### src/rtl/booth_pp_accum_pkg.sv
// Shared sizing constants and FSM encoding for the Booth
// partial-product accumulator.
package booth_pp_accum_pkg;

  localparam int WIDTH  = 14;
  localparam int NUM_PP = 8;
  localparam int PW     = 2 * WIDTH + 2;
  localparam int IW     = (NUM_PP > 1) ? $clog2(NUM_PP) : 1;

  typedef enum logic {
    ACC = 1'b0,
    OUT = 1'b1
  } state_t;

endpackage

### src/rtl/booth_pp_accum_if.sv
// Beat-in / product-out handshake bundle for the Booth
// partial-product accumulator.
interface booth_pp_accum_if #(
  parameter int WIDTH  = booth_pp_accum_pkg::WIDTH,
  parameter int NUM_PP = booth_pp_accum_pkg::NUM_PP
);

  localparam int PW = 2 * WIDTH + 2;
  localparam int IW = (NUM_PP > 1) ? $clog2(NUM_PP) : 1;

  logic [WIDTH:0]  pp_in;
  logic            comp_in;
  logic            in_valid;
  logic            in_ready;
  logic [PW-1:0]   prod;
  logic            out_valid;
  logic            out_ready;
  logic [IW-1:0]   beat_idx;

  modport slave (
    input  pp_in,
    input  comp_in,
    input  in_valid,
    input  out_ready,
    output in_ready,
    output prod,
    output out_valid,
    output beat_idx
  );

  modport master (
    output pp_in,
    output comp_in,
    output in_valid,
    output out_ready,
    input  in_ready,
    input  prod,
    input  out_valid,
    input  beat_idx
  );

endinterface

### src/rtl/booth_pp_accum_align.sv
// Sign-extends one partial product, folds in its completion
// bit and aligns it to radix-4 weight 4^beat_idx.
module booth_pp_align #(
  parameter int WIDTH  = booth_pp_accum_pkg::WIDTH,
  parameter int NUM_PP = booth_pp_accum_pkg::NUM_PP
) (
  input  logic [WIDTH:0]                     pp_in,
  input  logic                               comp_in,
  input  logic [((NUM_PP > 1) ?
                 $clog2(NUM_PP) : 1)-1:0]    beat_idx,
  output logic [2*WIDTH+1:0]                 addend
);

  localparam int PW = 2 * WIDTH + 2;
  localparam int IW = (NUM_PP > 1) ? $clog2(NUM_PP) : 1;

  logic [PW-1:0] ext;
  logic [PW-1:0] cin;
  logic [IW:0]   sh;

  always_comb begin
    ext = {{(PW-WIDTH-1){pp_in[WIDTH]}}, pp_in};
    cin = PW'(comp_in);
    sh  = {beat_idx, 1'b0};
    // both terms share the same weight, so add before shifting
    addend = (ext + cin) << sh;
  end

endmodule

### src/rtl/booth_pp_accum.sv
// Accumulates NUM_PP radix-4 Booth partial products into one
// PW-bit product and holds it until the consumer takes it.
module booth_pp_accum #(
  parameter int WIDTH  = booth_pp_accum_pkg::WIDTH,
  parameter int NUM_PP = booth_pp_accum_pkg::NUM_PP
) (
  input  logic              clk,
  input  logic              rst_n,
  booth_pp_accum_if.slave   bus
);

  import booth_pp_accum_pkg::*;

  localparam int LPW = 2 * WIDTH + 2;
  localparam int LIW = (NUM_PP > 1) ? $clog2(NUM_PP) : 1;

  state_t           state;
  state_t           state_nx;
  logic [LPW-1:0]   acc;
  logic [LPW-1:0]   addend;
  logic [LIW-1:0]   idx;
  logic             live;
  logic             last;
  logic             take;
  logic             drain;

  booth_pp_align #(
    .WIDTH  (WIDTH),
    .NUM_PP (NUM_PP)
  ) u_align (
    .pp_in    (bus.pp_in),
    .comp_in  (bus.comp_in),
    .beat_idx (idx),
    .addend   (addend)
  );

  assign last  = (idx == LIW'(NUM_PP - 1));
  assign take  = bus.in_valid & bus.in_ready;
  assign drain = bus.out_valid & bus.out_ready;

  // live holds in_ready low until the first edge out of reset
  assign bus.in_ready  = live & (state == ACC);
  assign bus.out_valid = (state == OUT);
  assign bus.prod      = acc;
  assign bus.beat_idx  = idx;

  always_comb begin
    state_nx = state;
    unique case (state)
      ACC: if (take && last) state_nx = OUT;
      OUT: if (drain)        state_nx = ACC;
      default:               state_nx = ACC;
    endcase
  end

  always_ff @(posedge clk or negedge rst_n) begin
    if (!rst_n) begin
      state <= ACC;
      acc   <= '0;
      idx   <= '0;
      live  <= 1'b0;
    end else begin
      live  <= 1'b1;
      state <= state_nx;
      if (take) begin
        acc <= acc + addend;
        idx <= last ? '0 : idx + LIW'(1);
      end else if (drain) begin
        acc <= '0;
      end
    end
  end

endmodule

### src/flat_wrapper.sv
// flat-port wrapper written by rule: the top's interface ports become plain ports
module booth_pp_accum_flat import booth_pp_accum_pkg::*;
#(
  parameter int WIDTH  = booth_pp_accum_pkg::WIDTH,
  parameter int NUM_PP = booth_pp_accum_pkg::NUM_PP
)
  (clk, rst_n, bus_pp_in, bus_comp_in, bus_in_valid, bus_out_ready, bus_in_ready, bus_prod, bus_out_valid, bus_beat_idx);
  booth_pp_accum_if #(.WIDTH(WIDTH), .NUM_PP(NUM_PP)) bus_i ();
  input  logic clk;
  input  logic rst_n;
  input wire logic [$bits(bus_i.pp_in)-1:0] bus_pp_in;
  input wire logic [$bits(bus_i.comp_in)-1:0] bus_comp_in;
  input wire logic [$bits(bus_i.in_valid)-1:0] bus_in_valid;
  input wire logic [$bits(bus_i.out_ready)-1:0] bus_out_ready;
  output wire logic [$bits(bus_i.in_ready)-1:0] bus_in_ready;
  output wire logic [$bits(bus_i.prod)-1:0] bus_prod;
  output wire logic [$bits(bus_i.out_valid)-1:0] bus_out_valid;
  output wire logic [$bits(bus_i.beat_idx)-1:0] bus_beat_idx;
  assign bus_i.pp_in = bus_pp_in;
  assign bus_i.comp_in = bus_comp_in;
  assign bus_i.in_valid = bus_in_valid;
  assign bus_i.out_ready = bus_out_ready;
  assign bus_in_ready = bus_i.in_ready;
  assign bus_prod = bus_i.prod;
  assign bus_out_valid = bus_i.out_valid;
  assign bus_beat_idx = bus_i.beat_idx;
  booth_pp_accum #(.WIDTH(WIDTH), .NUM_PP(NUM_PP)) u_core (.clk(clk), .rst_n(rst_n), .bus(bus_i));
endmodule
### config.mk
export PLATFORM = sky130hd
export DESIGN_NAME = booth_pp_accum_flat
export DESIGN_NICKNAME = d
export VERILOG_FILES = /design/src/rtl/booth_pp_accum_pkg.sv /design/src/rtl/booth_pp_accum_if.sv /design/src/rtl/booth_pp_accum_align.sv /design/src/rtl/booth_pp_accum.sv /design/src/flat_wrapper.sv
export SDC_FILE = /design/constraint.sdc
export NUM_CORES = 1
export LEC_CHECK = 0
export CORE_MARGIN = 5
export CORE_UTILIZATION = 57
export CTS_CLUSTER_SIZE = 16
export DETAILED_ROUTE_END_ITERATION = 12
export PLACE_DENSITY_LB_ADDON = 0.15
export SLEW_MARGIN = 10
export SYNTH_ARGS = -nofsm -noshare
export SYNTH_HDL_FRONTEND = slang
export SYNTH_HIERARCHICAL = 1
export SYNTH_SLANG_ARGS = --single-unit
### constraint.sdc
create_clock -name clk -period 4.2 [get_ports clk]
set_clock_uncertainty 0.2 [all_clocks]
set_input_delay 0.42 -clock clk [delete_from_list [all_inputs] [get_ports clk]]
set_output_delay 0.42 -clock clk [all_outputs]
set_load 0.05 [all_outputs]
# Word level (Yosys, flattened, before mapping)
# Cells that the tools add are included.
op_classes:
  n_addsub: 3
  n_eq_ne: 1
  shift: 1
  n_mux: 6
  bitwise_logic: 4
  n_reduce_logical: 2
op_table:
  columns: ["cell", "count"]
  rows:
  - ["$mux W30", 2]
  - ["$add A30 B30 Y30", 1]
  - ["$shl A30 B4 Y30", 1]
  - ["$add A15 B2 Y16", 1]
  - ["$add A3 B1 Y3 const B", 1]
  - ["$and A1 B1 Y1", 3]
  - ["$eq A3 B3 Y1 const B", 1]
  - ["$mux W3", 1]
  - ["$mux W1", 2]
  - ["$pmux W1 S2", 1]
  - ["$reduce_bool A2 Y1", 1]
  - ["$logic_and A1 B1 Y1", 1]
  - ["$not A1 Y1", 1]
totals:
  reg_bits: 35
  input_bits: 20
  out_inout_bits: 35

# Depth between registers and ports, before layout
logic_depth:
  word_depth: 6
  mapped_depth: 19
  ltp_nobuf: 16

# By module
# The synthesis kept the hierarchy.
modules_own_cells:
  columns: ["module", "instances", "cells_per_inst", "area_per_inst_um2", "seq_area_each_um2"]
  rows:
  - ["booth_pp_accum", 1, 340, 2964.1, 875.8]
  - ["booth_pp_align", 1, 220, 1402.6, 0.0]

# Least setup slack after synthesis
# No wires, ideal clock.
synth_timing:
  path_type: "register to register"
  start: "reg u_core.idx[0] (netlist: u_core/bus.beat_idx[0])"
  end: "reg u_core.acc[29] (netlist: u_core/bus.prod[29])"
  setup_ns: 0.099
  arrival_ns: 3.808
  required_time_ns: 3.901
  setup_slack_ns: 0.093
  stages_incl_launch_ff: 19
  period_less_slack_ns: 4.107
  cell_sequence: "dfrtp_1 -> buf_2 -> buf_2 -> buf_1 -> nor3_1 -> mux2i_1 -> o221ai_2 -> mux2i_1 -> ha_1 -> buf_2 -> a21o_1 -> a21o_1 -> a21oi_1 -> o221ai_2 -> o211ai_2 -> nand2_1 -> a2111oi_2 -> nor3_1 -> a311oi_1"
synth_between:
  elab_chain_len: 3
synth_rtl:
  columns: ["element", "line", "text"]
  rows:
  - ["start: declaration", "booth_pp_accum.sv:21", "logic [LIW-1:0] idx;"]
  - ["start signal: assignment", "booth_pp_accum.sv:67", "idx <= last ? '0 : idx + LIW'(1);"]
  - ["$shl A30 B4 Y30", "booth_pp_accum_align.sv:26", "addend = (ext + cin) << sh;"]
  - ["net u_core.addend[12]", "booth_pp_accum.sv:20", "logic [LPW-1:0] addend;"]
  - ["$add A30 B30 Y30", "booth_pp_accum.sv:66", "acc <= acc + addend;"]
  - ["$mux W30", "booth_pp_accum.sv:65", "if (take) begin"]
  - ["end signal: assignment", "booth_pp_accum.sv:66", null]
  - ["end: declaration", "booth_pp_accum.sv:19", "logic [LPW-1:0] acc;"]
# The timed path passes the listed nets, and every way through them passes these cells.
# A chain may end at the register's enable or synchronous reset.

# Worst setup path after layout
layout_timing:
  start: "in bus_pp_in[5]"
  end: "reg u_core.acc[29] (netlist: u_core/bus.prod[29])"
layout_between:
  elab_chain_len: 4
layout_rtl:
  columns: ["element", "line", "text"]
  rows:
  - ["start: declaration", "flat_wrapper.sv:11", "input wire logic [$bits(bus_i.pp_in)-1:0] bus_pp_in;"]
  - ["$add A15 B2 Y16", "booth_pp_accum_align.sv:26", null]
  - ["$shl A30 B4 Y30", "booth_pp_accum_align.sv:26", null]
  - ["net u_core.addend[7]", "booth_pp_accum.sv:20", null]
  - ["$add A30 B30 Y30", "booth_pp_accum.sv:66", null]
  - ["$mux W30", "booth_pp_accum.sv:65", null]
# The timed path passes the listed nets, and every way through them passes these cells.

==> qor.yml <==
status: "complete, no violations"
grt_antenna_before_repair: 0
min_period_ps: 4080
timing.final.crit_share_pct: 97.2
crit_fanout: 6
syn_area_per_cell_um2: 7.80
synth_seq_cells: 35
netlist-cell-type-count: 85
clk_pin_slew_ps: 90
cp-start-kind: "primary input"
cp.arrival_ps: 4090
finalPower_mw: 6.41
worstMarginPinSlew_ps: 983
stdcell_area_mm2: 0.00624
die_x_um: 97.5
initial_core_util_pct: 57.4
synth_ff_type: "dfrtp_1"
die_h_um: 97.5
clkLatencyLatePin_ps: 300
initialDrtViolationCount: 414
finalHoldViolCount: 0
critPathKind: "in -> reg"
cp_data_required_time_ps: 4210
dp_slack_ps: -630
wl_per_cell_um: 18.1
async_reset_ff_share_pct: 100
holdCritPathClass: "in -> async"
leakage_nw: 2.83
post-dp-hpwl_mm: 11.1
rows: 32
gp_congestion: 0.978
synth_cells: 560
vias_per_cell: 6.19
slew-limit-headroom_pct: 34.5
cts.sinks: 35
numPortBuffers: 54
hold_buffers: 0
wl_mm: 15.0
grt_pass1_wl_mm: 24.1
first_global_vias: 4979
ys_warn_count: 6
grt_max_degree: 36
root_buffer: "clkbuf_8"
final_critical_path_setup_slack_ps: 116
endpoint_kind: "register"
grt_overflow: 0
numCtsBuffers: 5
fillers: 523
vdd_drop_max_mv: 0.627
cts_tree: "built"
vias: 5135
ant_nets: 0
synth_nets: 614
max_freq_mhz: 245
synth_area_mm2: 0.00437
clk_path_buf_depth: 2
drive_gt1_share_pct: 30.0
syn_to_final_growth_pct: 43.0
firstDrtPassIters: 5
setup_viol: 0
synth_edf_count: 0
dpl-instance-area_mm2: 0.00585
fin_cells: 829
placed_cells: 812
grt.total_usage_pct: 30.3
power_per_cell_area_mw_per_mm2: 1030
core_mm2: 0.00761
drc: 0
maxCapViolCount: 0
synth_seq_area_share_pct: 20.1
die_area_mm2: 0.00951
final_util_pct: 82.1
final_net_count: 781
antenna_cells: 0
htreeDepth: 2
ioPinCount: 55
maxSlewViolCount: 0
-- final cells by class --
| class | instances | area [um2] | share of cell area (%) |
|---|---|---|---|
| clock buffers | 5 | 68.8 | 1.10 |
| clock inverters | 2 | 37.5 | 0.601 |
| inverters | 15 | 56.3 | 0.902 |
| multi-input cells | 472 | 3430 | 55.0 |
| flip-flops and latches | 35 | 877 | 14.1 |
| well taps | 102 | 128 | 2.04 |
| repair buffers | 198 | 1640 | 26.3 |
-- state kept, by name, summed over array words and instances (netlist names) --
signal and cells:
u_core/bus.out_valid 1, u_core/bus.prod 30, u_core/live 1, u_core/bus.beat_idx 3
-- through the flow --
| stage | TNS (ps) | hold WS, ps |
|---|---|---|
| 6_report | 0 | 11.0 |
| 5_1_grt | -50.5 | 73.0 |
| 4_1_cts | 0 | 40.8 |
| 3_5_place_dp | -5920 | 307 |
| 3_3_place_gp | -4410 | 299 |
| 2_1_floorplan | 0 | -75.6 |
-- repair_timing --
item                                    in CTS  in global routing
setup buffers                                6                  4
pin swaps                                   15                 18
endpoints found under the setup margin       9                 13
resized for setup                           25                 33
-- logic make-up after synthesis --
kind of cell               after synthesis  share of synthesized area (%)
muxes                                    8                           1.98
adders and majority gates               34                           9.91
AOI/OAI and AO/OA                      195                           30.9
buffers and inverters                   53                           5.85
other                                    1                         0.0859
xor gates and xnor gates                30                           6.19
and+or+nand+nor                        204                           25.1
DFF                                     35                           20.1
-- synthesized netlist by cell type (all sizes together), types with 7 or more instances --
cell / instances / area (um2)
o31ai: 10 / 75.1
nor3: 18 / 118
o221ai: 9 / 97.6
dfrtp: 35 / 876
o21a: 11 / 83.8
inv: 15 / 56.3
clkbuf: 17 / 63.8
o21ai: 49 / 249
nand4: 14 / 109
nand3: 26 / 130
nor2: 28 / 105
a21o: 17 / 128
a21oi: 45 / 229
nand2: 64 / 240
a31oi: 9 / 71.3
buf: 21 / 135
xnor2: 17 / 149
nor2b: 8 / 50.1
xor2: 13 / 121
ha: 33 / 413
nor4: 7 / 65.1
-- path summary, 6_finish.rpt --
check / depth (start not counted) / to / slack [ps] / startpoint
min reg2reg: 2 / u_core/bus.prod[4] / 320 / u_core/bus.prod[4]
max in group asynchronous: 1 / u_core/bus.beat_idx[0] / 3170 / rst_n
max: 18 / u_core/bus.prod[29] / 120 / bus_pp_in[5]
max reg2reg: 17 / u_core/bus.prod[29] / 160 / u_core/bus.beat_idx[0]
min in group clk: 2 / u_core/bus.prod[4] / 320 / u_core/bus.prod[4]
min: 1 / u_core/bus.prod[15] / 10 / rst_n
-- per-layer routing --
metal  up-vias  GRT usage [%]  share of wire [%]
li1       2433              -                  -
met1      2447           41.6                 44
met2       233           49.3                 47
met3        22           5.10                7.0
met4         0           7.77                2.0
met5         -              0                  0
-- cell usage in the layout, fill, tap and decap left out, drive strengths merged, types with 10 or more instances in the layout --
| cell | count |
|---|---|
| ha | 33 |
| a21o | 17 |
| inv | 15 |
| nand3 | 26 |
| buf | 145 |
| o21ai | 49 |
| o31ai | 10 |
| xnor2 | 17 |
| nor2 | 28 |
| nand2 | 64 |
| a21oi | 45 |
| xor2 | 13 |
| nand4 | 14 |
| nor3 | 18 |
| clkdlybuf4s50 | 41 |
| dfrtp | 35 |
| o21a | 11 |
-- worst max-delay path: stages --
cell	delay, ps
dlygate4sd2_1	270
nand4_4	200
buf_4	200
or3_1	360
nand3_1	120
a31oi_1	120
nor2_1	180
ha_1	290
buf_4	160
nand3_1	100
a21oi_1	100
a211oi_2	290
o221ai_2	150
o211ai_2	260
nand2_2	150
a2111oi_4	390
nor3_1	90
a311oi_1	250
-- power by group --
part	switching, mW	leakage [nW]	internal, mW
logic	2.93	2.34	2.50
registers	0.170	0.436	0.492
clock network	0.142	0.0502	0.174
total	3.24	2.83	3.17
No activity file was read; power rests on OpenSTA's default activity.
